==> config.mk <==
export PLATFORM = sky130hd
export DESIGN_NAME = fft_input_loader_flat
export DESIGN_NICKNAME = d
export VERILOG_FILES = /design/src/rtl/fft_pkg.sv /design/src/rtl/fft_input_loader_if.sv /design/src/rtl/fft_frame_bank.sv /design/src/rtl/fft_input_loader.sv /design/src/flat_wrapper.sv
export SDC_FILE = /design/constraint.sdc
export NUM_CORES = 1
export LEC_CHECK = 0
export ABC_AREA = 1
export BUFFER_PORTS_ARGS = -buffer_cell sky130_fd_sc_hd__buf_2
export CELL_PAD_IN_SITES_DETAIL_PLACEMENT = 0
export CELL_PAD_IN_SITES_GLOBAL_PLACEMENT = 1
export CORE_MARGIN = 2
export CORE_UTILIZATION = 44
export CTS_BUF_LIST = sky130_fd_sc_hd__clkbuf_8
export DETAILED_ROUTE_END_ITERATION = 10
export GPL_TIMING_DRIVEN = 1
export PLACE_DENSITY = 0.88
export RECOVER_POWER = 100
export SYNTH_ARGS = -nofsm -noshare
export SYNTH_HDL_FRONTEND = slang
export SYNTH_HIERARCHICAL = 1
export SYNTH_SLANG_ARGS = --single-unit
export TNS_END_PERCENT = 30
==> constraint.sdc <==
create_clock -name clk -period 2.3 [get_ports clk]
set_clock_uncertainty 0.05 [all_clocks]
set_input_delay 0.46 -clock clk [delete_from_list [all_inputs] [get_ports clk]]
set_output_delay 0.46 -clock clk [all_outputs]
set_load 0.05 [all_outputs]
==> src/rtl/fft_pkg.sv <==
// Definitions shared by the FFT input loader and the butterfly stages: bank state,
// lane slicing, the valid/busy transfer rule and a generic bit-reversal helper.
package fft_pkg;

    // Upper bound on log2(FFT size) supported by the bit-reversal helper.
    localparam int MAX_NPOINT = 16;

    typedef enum logic {
        BANK_EMPTY = 1'b0,
        BANK_FULL  = 1'b1
    } bank_state_e;

    // Lowest bit of lane 'lane' inside a flattened parallel word.
    function automatic int lane_lo(input int lane, input int width);
        return lane * width;
    endfunction

    // A beat moves when the producer is valid and the consumer is not busy.
    function automatic logic xfer(input logic valid, input logic busy);
        return valid & ~busy;
    endfunction

    // Reverse the low 'nbits' bits of value; bits above nbits must be zero.
    function automatic logic [MAX_NPOINT-1:0] bitrev(input logic [MAX_NPOINT-1:0] value,
                                                     input int nbits);
        logic [MAX_NPOINT-1:0] rev;
        rev = {<<{value}};
        return rev >> (MAX_NPOINT - nbits);
    endfunction

endpackage

==> src/rtl/fft_input_loader_if.sv <==
// Serial sample input and parallel frame output of the FFT input loader.
interface fft_input_loader_if #(
    parameter int WIDTH  = 16,
    parameter int NPOINT = 3
);
    localparam int LANES = 1 << NPOINT;

    logic                   din_valid;
    logic                   din_busy;
    logic                   din_first;
    logic [WIDTH-1:0]       din_real;
    logic [WIDTH-1:0]       din_imag;
    logic                   dout_valid;
    logic                   dout_busy;
    logic [WIDTH*LANES-1:0] dout_real;
    logic [WIDTH*LANES-1:0] dout_imag;
    logic                   frame_err;

    // Master drives samples and consumes frames; slave is the loader.
    modport master (
        output din_valid, din_first, din_real, din_imag, dout_busy,
        input  din_busy, dout_valid, dout_real, dout_imag, frame_err
    );

    modport slave (
        input  din_valid, din_first, din_real, din_imag, dout_busy,
        output din_busy, dout_valid, dout_real, dout_imag, frame_err
    );

endinterface

==> src/rtl/fft_frame_bank.sv <==
// One frame bank: 2^NPOINT complex sample registers, written one lane at a time
// and read out in parallel as a flattened word.
module fft_frame_bank
    import fft_pkg::*;
#(
    parameter int WIDTH  = 16,
    parameter int NPOINT = 3
) (
    input  logic                           clk,
    input  logic                           rst_n,
    input  logic                           wr_en,
    input  logic [NPOINT-1:0]              wr_lane,
    input  logic [WIDTH-1:0]               wr_real,
    input  logic [WIDTH-1:0]               wr_imag,
    output logic [WIDTH*(1<<NPOINT)-1:0]   lane_real,
    output logic [WIDTH*(1<<NPOINT)-1:0]   lane_imag
);
    localparam int LANES = 1 << NPOINT;

    for (genvar gi = 0; gi < LANES; gi++) begin : g_lane
        logic [WIDTH-1:0] real_reg;
        logic [WIDTH-1:0] imag_reg;

        always_ff @(posedge clk or negedge rst_n) begin
            if (!rst_n) begin
                real_reg <= '0;
                imag_reg <= '0;
            end else if (wr_en && (wr_lane == NPOINT'(gi))) begin
                real_reg <= wr_real;
                imag_reg <= wr_imag;
            end
        end

        assign lane_real[lane_lo(gi, WIDTH) +: WIDTH] = real_reg;
        assign lane_imag[lane_lo(gi, WIDTH) +: WIDTH] = imag_reg;
    end

endmodule

==> src/rtl/fft_input_loader.sv <==
// Serial-to-parallel frame loader for the FFT butterfly chain: samples land in
// (optionally bit-reversed) lanes of two ping-pong banks handed off as whole frames.
module fft_input_loader
    import fft_pkg::*;
#(
    parameter int WIDTH       = 16,
    parameter int NPOINT      = 3,
    parameter bit BIT_REVERSE = 1'b1
) (
    input  logic               clk,
    input  logic               rst_n,
    fft_input_loader_if.slave  bus
);
    localparam int LANES = 1 << NPOINT;
    localparam int FLAT  = WIDTH * LANES;
    localparam logic [NPOINT-1:0] CNT_MAX = NPOINT'(LANES - 1);

    logic [NPOINT-1:0] wr_cnt_reg, wr_cnt_next;
    logic              wr_bank_reg, wr_bank_next;
    logic              rd_bank_reg, rd_bank_next;
    bank_state_e       bank_state_reg [2];
    bank_state_e       bank_state_next [2];
    logic              din_busy_reg;
    logic              dout_valid_reg;
    logic              frame_err_reg;

    logic              in_xfer;
    logic              out_xfer;
    logic              resync;
    logic              complete;
    logic [NPOINT-1:0] slot;
    logic [NPOINT-1:0] lane;

    logic [FLAT-1:0]   bank_real [2];
    logic [FLAT-1:0]   bank_imag [2];

    assign in_xfer  = xfer(bus.din_valid, din_busy_reg);
    assign out_xfer = xfer(dout_valid_reg, bus.dout_busy);

    // A frame start in the middle of a frame restarts filling at slot 0.
    assign resync   = in_xfer && bus.din_first && (wr_cnt_reg != '0);
    assign slot     = resync ? '0 : wr_cnt_reg;
    assign complete = in_xfer && !resync && (wr_cnt_reg == CNT_MAX);

    if (BIT_REVERSE) begin : g_rev
        assign lane = NPOINT'(bitrev(MAX_NPOINT'(slot), NPOINT));
    end else begin : g_lin
        assign lane = slot;
    end

    always_comb begin
        bank_state_next = bank_state_reg;
        wr_cnt_next     = wr_cnt_reg;
        // Only a full bank can be read and only an empty one written, so the
        // two indices never collide when both events occur together.
        if (out_xfer) begin
            bank_state_next[rd_bank_reg] = BANK_EMPTY;
        end
        if (complete) begin
            bank_state_next[wr_bank_reg] = BANK_FULL;
        end
        if (resync) begin
            wr_cnt_next = NPOINT'(1);
        end else if (in_xfer) begin
            wr_cnt_next = wr_cnt_reg + NPOINT'(1);
        end
        wr_bank_next = wr_bank_reg ^ complete;
        rd_bank_next = rd_bank_reg ^ out_xfer;
    end

    always_ff @(posedge clk or negedge rst_n) begin
        if (!rst_n) begin
            wr_cnt_reg     <= '0;
            wr_bank_reg    <= 1'b0;
            rd_bank_reg    <= 1'b0;
            bank_state_reg <= '{BANK_EMPTY, BANK_EMPTY};
            din_busy_reg   <= 1'b0;
            dout_valid_reg <= 1'b0;
            frame_err_reg  <= 1'b0;
        end else begin
            wr_cnt_reg     <= wr_cnt_next;
            wr_bank_reg    <= wr_bank_next;
            rd_bank_reg    <= rd_bank_next;
            bank_state_reg <= bank_state_next;
            din_busy_reg   <= (bank_state_next[wr_bank_next] == BANK_FULL);
            dout_valid_reg <= (bank_state_next[rd_bank_next] == BANK_FULL);
            frame_err_reg  <= resync;
        end
    end

    for (genvar gi = 0; gi < 2; gi++) begin : g_bank
        fft_frame_bank #(
            .WIDTH  (WIDTH),
            .NPOINT (NPOINT)
        ) u_bank (
            .clk       (clk),
            .rst_n     (rst_n),
            .wr_en     (in_xfer && (wr_bank_reg == gi[0])),
            .wr_lane   (lane),
            .wr_real   (bus.din_real),
            .wr_imag   (bus.din_imag),
            .lane_real (bank_real[gi]),
            .lane_imag (bank_imag[gi])
        );
    end

    assign bus.din_busy   = din_busy_reg;
    assign bus.dout_valid = dout_valid_reg;
    assign bus.frame_err  = frame_err_reg;
    assign bus.dout_real  = bank_real[rd_bank_reg];
    assign bus.dout_imag  = bank_imag[rd_bank_reg];

endmodule
==> src/flat_wrapper.sv <==
// flat-port wrapper written by rule: the top's interface ports become plain ports
module fft_input_loader_flat import fft_pkg::*;
#(
    parameter int WIDTH       = 16,
    parameter int NPOINT      = 3,
    parameter bit BIT_REVERSE = 1'b1
)
  (clk, rst_n, bus_din_valid, bus_din_first, bus_din_real, bus_din_imag, bus_dout_busy, bus_din_busy, bus_dout_valid, bus_dout_real, bus_dout_imag, bus_frame_err);
  fft_input_loader_if #(.WIDTH(WIDTH), .NPOINT(NPOINT)) bus_i ();
  input  logic clk;
  input  logic rst_n;
  input wire logic [$bits(bus_i.din_valid)-1:0] bus_din_valid;
  input wire logic [$bits(bus_i.din_first)-1:0] bus_din_first;
  input wire logic [$bits(bus_i.din_real)-1:0] bus_din_real;
  input wire logic [$bits(bus_i.din_imag)-1:0] bus_din_imag;
  input wire logic [$bits(bus_i.dout_busy)-1:0] bus_dout_busy;
  output wire logic [$bits(bus_i.din_busy)-1:0] bus_din_busy;
  output wire logic [$bits(bus_i.dout_valid)-1:0] bus_dout_valid;
  output wire logic [$bits(bus_i.dout_real)-1:0] bus_dout_real;
  output wire logic [$bits(bus_i.dout_imag)-1:0] bus_dout_imag;
  output wire logic [$bits(bus_i.frame_err)-1:0] bus_frame_err;
  assign bus_i.din_valid = bus_din_valid;
  assign bus_i.din_first = bus_din_first;
  assign bus_i.din_real = bus_din_real;
  assign bus_i.din_imag = bus_din_imag;
  assign bus_i.dout_busy = bus_dout_busy;
  assign bus_din_busy = bus_i.din_busy;
  assign bus_dout_valid = bus_i.dout_valid;
  assign bus_dout_real = bus_i.dout_real;
  assign bus_dout_imag = bus_i.dout_imag;
  assign bus_frame_err = bus_i.frame_err;
  fft_input_loader #(.WIDTH(WIDTH), .NPOINT(NPOINT), .BIT_REVERSE(BIT_REVERSE)) u_core (.clk(clk), .rst_n(rst_n), .bus(bus_i));
endmodule
; ---- After elaboration in Yosys (flattened, before gate mapping)
; Cells that the tools add are included.
[op_classes]
n_reduce_logical = 28
n_eq_ne = 8
bitwise_logic = 14
magnitude_cmp = 6
addsub = 1
n_mux = 21
[ops]
columns = cell, count
row1 = $mux W128, 6
row2 = $logic_and A1 B1 Y1, 24
row3 = $eq A3 B3 Y1 const B, 5
row4 = $mux W3, 3
row5 = $ge A2 B2 Y1 const B, 4
row6 = $mux W1, 8
row7 = $not A1 Y2, 4
row8 = $eq A3 B2 Y1 const B, 2
row9 = $lt A2 B1 Y1 const B, 2
row10 = $mux W2, 2
row11 = $add A3 B1 Y3 const B, 1
row12 = $eq A3 B1 Y1 const B, 1
row13 = $logic_not A3 Y1, 1
row14 = $not A1 Y1, 3
row15 = $reduce_bool A3 Y1, 1
row16 = $and A1 B1 Y1, 2
row17 = $and A2 B2 Y2, 1
row18 = $demux W1 S1, 2
row19 = $not A2 Y2, 1
row20 = $or A2 B2 Y2, 1
row21 = $reduce_bool A2 Y1, 1
row22 = $xor A1 B1 Y1, 2
row23 = $logic_not A1 Y1, 1
[totals]
output_inout_bits = 259
in_bits = 37
register_bits = 522
wordCells = 118

; ---- Logic depth before layout (Yosys ltp)
; Gate-level depths: netlist (run 1).
[depth]
word_depth = 13
ltp_mapped = 12
ltp_nobuf = 11

; ---- Modules after synthesis
; Netlist (run 1), hierarchy kept.
[modules_own_cells]
columns = module, n_inst, cells_each, area_each_um2, seq_area_each_um2
row1 = fft_frame_bank, 2, 1145, 9989.6, 6406.1
row2 = fft_input_loader, 1, 884, 3818.7, 250.2

; ---- Worst setup path before layout (run 1)
; Ideal clock, no wire load.
[synth_timing]
path_type = reg-to-reg
start = register u_core.din_busy_reg (netlist: u_core/bus.din_busy)
end = register u_core.g_bank[0].u_bank.g_lane[1].imag_reg[0]
arrival_time_ns = 2.078
synth_period_minus_slack_ns = 2.245
t_required_ns = 2.133
path_buffers = 1
path_stages_with_launch = 11
setup_slack_ns = 0.055
setup_time_ns = 0.117
path_cell_list = dfrtp_1 nor2_4 nand3_1 inv_2 nor2_1 inv_1 nor2_2 nand2_1 clkbuf_1 nand2_1 nand2_1
[synth_via]
elab_chain_cells = 7
word_cells_on_any_way = 8
cone_classes = eq/ne: 1 / mux: 1 / bitwise: 2 / reduce/logical: 4
[synth_rtl]
columns = item, line_no
row1 = from (decl), fft_input_loader.sv:23  ; logic din_busy_reg;
row2 = from (signal assigned), fft_input_loader.sv:85  ; din_busy_reg <= (bank_state_next[wr_bank_next] == BANK_FULL);
row3 = $not A1 Y1, fft_pkg.sv:20  ; return valid & ~busy;
row4 = $and A1 B1 Y1, fft_pkg.sv:20
row5 = $logic_and A1 B1 Y1 (2 in a row), fft_input_loader.sv:41  ; assign resync = in_xfer && bus.din_first && (wr_cnt_reg != '0);
row6 = net u_core.resync, fft_input_loader.sv:29  ; logic resync;
row7 = $mux W3, fft_input_loader.sv:42  ; assign slot = resync ? '0 : wr_cnt_reg;
row8 = net u_core.slot[2], fft_input_loader.sv:31  ; logic [NPOINT-1:0] slot;
row9 = $eq A3 B1 Y1, fft_frame_bank.sv:28  ; end else if (wr_en && (wr_lane == NPOINT'(gi))) begin
row10 = $logic_and A1 B1 Y1, fft_frame_bank.sv:28
row11 = to (signal assigned), fft_frame_bank.sv:30  ; imag_reg <= wr_imag;
row12 = to (decl), fft_frame_bank.sv:22  ; logic [WIDTH-1:0] imag_reg;
; The timed path passes the listed nets, and every way through them passes these cells.
; A chain may end at the register's enable or synchronous reset.

; ---- Final worst setup path (run 1)
[layout_timing]
start = register u_core.rd_bank_reg
end = output bus_dout_imag[77]
[layout_via]
elab_chain_cells = 4
[layout_rtl]
columns = item, line_no
row1 = from (decl), fft_input_loader.sv:20  ; logic rd_bank_reg, rd_bank_next;
row2 = from (signal assigned), fft_input_loader.sv:83  ; rd_bank_reg <= rd_bank_next;
row3 = $not A1 Y2 (not written as such), fft_input_loader.sv:111  ; assign bus.dout_imag = bank_imag[rd_bank_reg];
row4 = $mux W128 (not written as such) (3 in a row), fft_input_loader.sv:111
row5 = to (decl), flat_wrapper.sv:20  ; output wire logic [$bits(bus_i.dout_imag)-1:0] bus_dout_imag;
; Every way passes these cells. The select of a mux whose other input is x is not followed.

==> results of run 1 <==
path summary, 6_finish.rpt:
| path | startpoint | endpoint | slack (ps) | cells past startpoint |
|---|---|---|---|---|
| max | u_core/rd_bank_reg | bus_dout_imag[77] | -250 | 6 |
| min | bus_din_first | u_core/bus.frame_err | 100 | 3 |
| max reg2reg | u_core/wr_cnt_reg[0] | u_core/g_bank[1].u_bank/g_lane[7].real_reg[15] | 0 | 13 |
| min reg2reg | u_core/g_bank[0].u_bank/g_lane[7].real_reg[8] | u_core/g_bank[0].u_bank/g_lane[7].real_reg[8] | 420 | 2 |
| max in group asynchronous | rst_n | u_core/g_bank[0].u_bank/g_lane[5].imag_reg[3] | 120 | 3 |
| min in group asynchronous | rst_n | u_core/g_bank[0].u_bank/g_lane[7].imag_reg[13] | 720 | 2 |
repair_timing:
action / CTS / global route
endpoints found under the setup margin: 256 / 389
gates resized for setup: 405 / 270
endpoints found under the hold margin: 36 / 0
pin swaps: 4 / 3
gates cloned: 11 / 12
buffers inserted: 10 / 0
hold buffers: 1 / 0
per-stage QoR:
| step | TNS [ps] | hold WS [ps] | utilization | area [um2] |
|---|---|---|---|---|
| 5_1_grt | -84220 | 56.7 | 0.567 | 30400 |
| 4_1_cts | -71860 | 5.62 | 0.551 | 29500 |
| 3_5_place_dp | 0 | 399 | 0.488 | 26200 |
| 2_1_floorplan | 0 | 114 | - | 23800 |
| 6_report | -46930 | 103 | 0.567 | 30400 |
| 3_3_place_gp | 0 | 394 | 0.488 | 26200 |
metal layers:
metal  vias up  global-route usage  part of all wire
met2       955               0.456              0.47
li1      10100                   -                 -
met5         -                   0                 0
met4         0              0.0892             0.025
met1     10600               0.400              0.43
met3       146              0.0525             0.079
power groups by stage:
stage	registers [mW]	clock network [mW]	logic [mW]
finish	14.5	8.38	29.7
CTS	14.4	8.54	27.7
global route	14.8	8.96	31.4
detailed placement	14.5	0	24.0
floorplan	14.1	0	17.4
global placement	14.4	0	23.7
worst max-delay path: stages, from the launching register on:
cell,delay [ps]
dfrtp_4,500
buf_12,190
inv_16,120
clkbuf_16,190
nand2_1,50
nand2_1,130
buf_6,180
synthesized netlist by cell type:
| library cell | n | area, um2 |
|---|---|---|
| clkbuf_1 | 70 | 263 |
| inv_2 | 1 | 3.75 |
| nand3_1 | 261 | 1310 |
| buf_4 | 14 | 105 |
| buf_6 | 23 | 259 |
| inv_1 | 20 | 75.1 |
| buf_2 | 92 | 460 |
| inv_4 | 1 | 6.26 |
| clkinv_1 | 2 | 7.51 |
| nor2_4 | 1 | 11.3 |
| nand2_1 | 2090 | 7850 |
| clkbuf_2 | 42 | 210 |
| o21ai_1 | 1 | 5.00 |
| ha_1 | 3 | 37.5 |
| nand4_1 | 2 | 12.5 |
| buf_1 | 4 | 15.0 |
| dfrtp_1 | 522 | 13100 |
| nor2_1 | 16 | 60.1 |
| o21ai_0 | 3 | 15.0 |
| nor2_2 | 6 | 37.5 |
final cells by class:
type	count	area [um2]
fillers	4904	23200
flip-flops and latches	522	13100
multi-input cells	2383	9800
repair buffers	400	4730
clock buffers	114	1570
well taps	696	871
clock inverters	35	193
inverters	24	116
repair inverters	4	72.6
cells by family (layout without fill, tap and decap cells):
logic type / Yosys count / after routing / share of synthesized area
compound gates: 4 / 4 / 0.000841
fa+ha+maj: 3 / 3 / 0.00158
buf+inv: 269 / 577 / 0.0590
flops: 522 / 522 / 0.549
simple gates: 2376 / 2376 / 0.390
==> flow_summary.yaml, run 1 <==
worst_setup_path:
  endpoint_kind: "output port"
  worstSetupPathType: "register to output port"
  required_ps: 1790
  startpoint_type: "register"
  critPathArrivalTime_ps: 2040
  cp_max_fo: 14
drt:
  finalWirelength_mm: 81.8
  drt-pass1-iter-count: 6
  drt_iter0_drc: 1916
  drc: 0
  ant_nets: 0
  vias: 21800
  wl_per_cell_um: 19.6
  viasPerCell: 5.22
place:
  hpwl_mm: 46.9
  port_buffers: 295
  place_ws_ps: 66.1
  dp.cells: 3997
  gp_congestion: 0.816
synthesis:
  yosysWarnings: 6
  yosysUniqueCellTypes: 20
  syn_area_um2: 23800
  ys_seq_area_frac: 0.549
  syn_inst: 3174
  ys_ff_latch: 522
  syn_nets: 3214
  syn_avg_cell_area_um2: 7.50
status:
  violations: "capacitance limit, slew limit, setup timing"
  status: "finished, violations left"
hold_path:
  holdCritPathClass: "primary input to register"
power:
  p_clk_frac: 0.159
  p_int_mw: 26.8
  switching_share: 0.489
  combPwrFrac: 0.565
  power_mw: 52.5
  powerDensity_nw_per_um2: 1730
  switchingPower_mw: 25.7
  irDropWorstVdd_mv: 1.42
  leakagePower_nw: 17.1
  seqPwrFrac: 0.275
floorplan:
  initial_core_util: 0.444
  dieArea_um2: 56000
  die_w_um: 237
  die_y_um: 237
  rows: 85
  ios: 296
  core-area_um2: 53600
clock_tree:
  h-tree-depth: 3
  cts-buffers-inserted: 90
  clock_sinks: 522
  cts-root-buf: "clkbuf_8"
  cts_tree: "built"
  clock_latency_ps: 670
  clk_pin_slew_worst_paths_ps: 60
  clockBufferDepth: 3
cells_and_area:
  final_cell_mix: "nand2_1, dfrtp_1, nand3_1, buf_6, nand2_2"
  synthToLayoutAreaGrowth_pct: 27.8
  num_antenna_cells: 0
  final_common_cell: "nand2_1"
  final_layout_size_suffix_gt1_frac: 0.194
  final_nets: 3465
  layout.cells.non_filler: 4178
sta:
  fmax_mhz: 392
  relSlewSlack: -0.0724
  period_share: 1.11
  drv_slew: 49
  rsz0062_at_grt: "yes"
  finalCriticalPeriod_ps: 2550
  setup_viol_count_final: 257
  hold_viol: 0
  worst_pin_slew_ps: 1610
  final.setup.worst_slack_ps: -254
run:
  max_cap_violations: 1
global_route:
  grt_usage: 0.287
  grt_first_pass_wirelength_mm: 125
  gr-total-overflow: 0
  grt_max_degree: 77
  antenna_found_initial: 0
  grt_pass1_vias: 21300
No activity file was read; power rests on OpenSTA's default activity.
==> run 2: changes to the inputs <==
--- a/config.mk
+++ b/config.mk
@@ -14,7 +14,7 @@
 export CTS_BUF_LIST = sky130_fd_sc_hd__clkbuf_8
 export DETAILED_ROUTE_END_ITERATION = 10
 export GPL_TIMING_DRIVEN = 1
-export PLACE_DENSITY = 0.88
+export PLACE_DENSITY = 0.93
 export RECOVER_POWER = 100
 export SYNTH_ARGS = -nofsm -noshare
 export SYNTH_HDL_FRONTEND = slang
==> flow_summary.yaml, run 2 (synthesis results as in run 1) <==
global_route:
  antenna_found_initial: 0
  grt_max_degree: 65
  grt_pass1_vias: 20600
  grt_first_pass_wirelength_mm: 121
  grt_usage: 0.280
  gr-total-overflow: 0
floorplan:
  initial_core_util: 0.444
  dieArea_um2: 56000
  rows: 85
  ios: 296
  die_w_um: 237
  die_y_um: 237
  core-area_um2: 53600
cells_and_area:
  final_nets: 3486
  final_layout_size_suffix_gt1_frac: 0.197
  layout.cells.non_filler: 4202
  finish.utilization: 0.574
  synthToLayoutAreaGrowth_pct: 29.4
  nFillCells: 4865
  num_antenna_cells: 0
  final_cell_mix: "nand2_1, dfrtp_1, nand3_1, buf_6, clkbuf_8"
  final_common_cell: "nand2_1"
place:
  dp.cells: 4005
  port_buffers: 295
  gp_congestion: 0.833
  hpwl_mm: 46.5
sta:
  fin_hold_ws_ps: 155
  fmax_mhz: 390
  relSlewSlack: -0.0665
  finalCriticalPeriod_ps: 2570
  hold_viol: 0
  setup_viol_count_final: 256
  rsz0062_at_grt: "yes"
  period_share: 1.12
  worst_pin_slew_ps: 1600
  final.setup.worst_slack_ps: -265
  drv_slew: 54
clock_tree:
  cts-buffers-inserted: 90
  clock_latency_ps: 670
  cts-root-buf: "clkbuf_8"
  cts_tree: "built"
  h-tree-depth: 3
  clockBufferDepth: 3
  clk_pin_slew_worst_paths_ps: 60
  clock_sinks: 522
power:
  power_mw: 53.2
  irDropWorstVdd_mv: 1.45
  leakagePower_nw: 17.3
  powerDensity_nw_per_um2: 1730
worst_setup_path:
  rrSetupSlack_ps: 90
  cp_max_fo: 14
  worstSetupPathType: "register to output port"
  critPathTopFamily: "buffers and inverters"
  path_cells: "buf_12, clkinv_16, clkbuf_16, nand2_1, nand2_1, buf_4"
  startpoint_type: "register"
  crit_slowest_cell: "dfrtp_4"
  critPathArrivalTime_ps: 2060
  slowest_delay_ps: 520
  crit_top_cell: "nand2_1"
  required_ps: 1790
  worst-path-buf-inv: 4
  endpoint_kind: "output port"
drt:
  vias: 21800
  drt-pass1-iter-count: 5
  drc: 0
  wl_per_cell_um: 19.3
  viasPerCell: 5.18
  ant_nets: 0
  drt_iter0_drc: 2198
  finalWirelength_mm: 81.0
run:
  max_cap_violations: 1
status:
  violations: "capacitance limit, slew limit, setup timing"
  status: "finished, violations left"
hold_path:
  holdCritPathClass: "primary input to register"
run 2: changes by cell type in the layout (fill, tap and decap cells not counted), moves of 7 or more:
cell | before | now
clkbuf_4 | 13 | 20
buf_6 | 145 | 134
buf_2 | 40 | 50
buf_4 | 91 | 71
nand2_1 | 1956 | 1968
buf_12 | 38 | 47
nand2_2 | 125 | 115
buf_8 | 42 | 66
run 2: final cells by class:
cell class	instances	area [um2]	area share
clock buffers	116	1600	0.0519
well taps	696	871	0.0283
inverters	24	116	0.00378
multi-input cells	2383	9740	0.316
clock inverters	36	206	0.00671
flip-flops and latches	522	13100	0.424
repair buffers	422	5140	0.167
repair inverters	3	52.6	0.00171
run 2: repair_timing:
| action | in CTS | in global routing |
|---|---|---|
| setup endpoints to repair | 256 | 411 |
| setup buffers | 15 | 4 |
| gates cloned | 10 | 15 |
| hold buffers | 2 | 0 |
| pin swaps | 4 | 8 |
| hold endpoints to repair | 38 | 0 |
| resized for setup | 322 | 390 |
run 2: per-stage QoR:
stage	setup slack, ps	area, um2	setup TNS [ps]
global placement	59.2	26300	0
finish	-265	30800	-52330
detailed placement	65.1	26300	0
global route	-342	30800	-80260
CTS	-359	29500	-80420
floorplan	55.0	23800	0
run 2: metal layers:
| layer | global-route usage | wire (um) | vias to the layer above |
|---|---|---|---|
| met5 | 0 | 0 | - |
| li1 | - | - | 10200 |
| met3 | 0.0570 | 6240 | 157 |
| met1 | 0.387 | 34500 | 10400 |
| met2 | 0.440 | 38000 | 966 |
| met4 | 0.0972 | 2260 | 0 |
run 2: worst paths after layout:
path,start,to,depth (start not counted)
hold reg to reg,u_core/g_bank[0].u_bank/g_lane[4].real_reg[8],u_core/g_bank[0].u_bank/g_lane[4].real_reg[8],2
setup / recovery,u_core/rd_bank_reg,bus_dout_imag[4],6
hold / removal,bus_din_imag[14],u_core/g_bank[0].u_bank/g_lane[6].imag_reg[14],3
min in group asynchronous,rst_n,u_core/g_bank[0].u_bank/g_lane[6].real_reg[7],2
setup reg to reg,u_core/wr_cnt_reg[0],u_core/g_bank[0].u_bank/g_lane[2].real_reg[5],11
max in group asynchronous,rst_n,u_core/g_bank[1].u_bank/g_lane[2].imag_reg[7],3
run 2: worst register-to-register path, stage by stage, from the launching register on:
cell and delay (ps):
dfrtp_1 390, inv_1 80, ha_1 140, nand2_1 60, nand3_1 80, inv_1 70, nor2_1 360, inv_1 160
nor2_4 150, buf_4 320, nand3_1 180, nand2_1 100
run 2: power by group:
group / switching [mW] / internal, mW / total, mW / leakage [nW]
Clock: 3.85 / 4.70 / 8.55 / 1.02
Combinational: 20.1 / 10.2 / 30.2 / 9.43
Sequential: 1.85 / 12.6 / 14.5 / 6.82
Total: 25.8 / 27.5 / 53.2 / 17.3
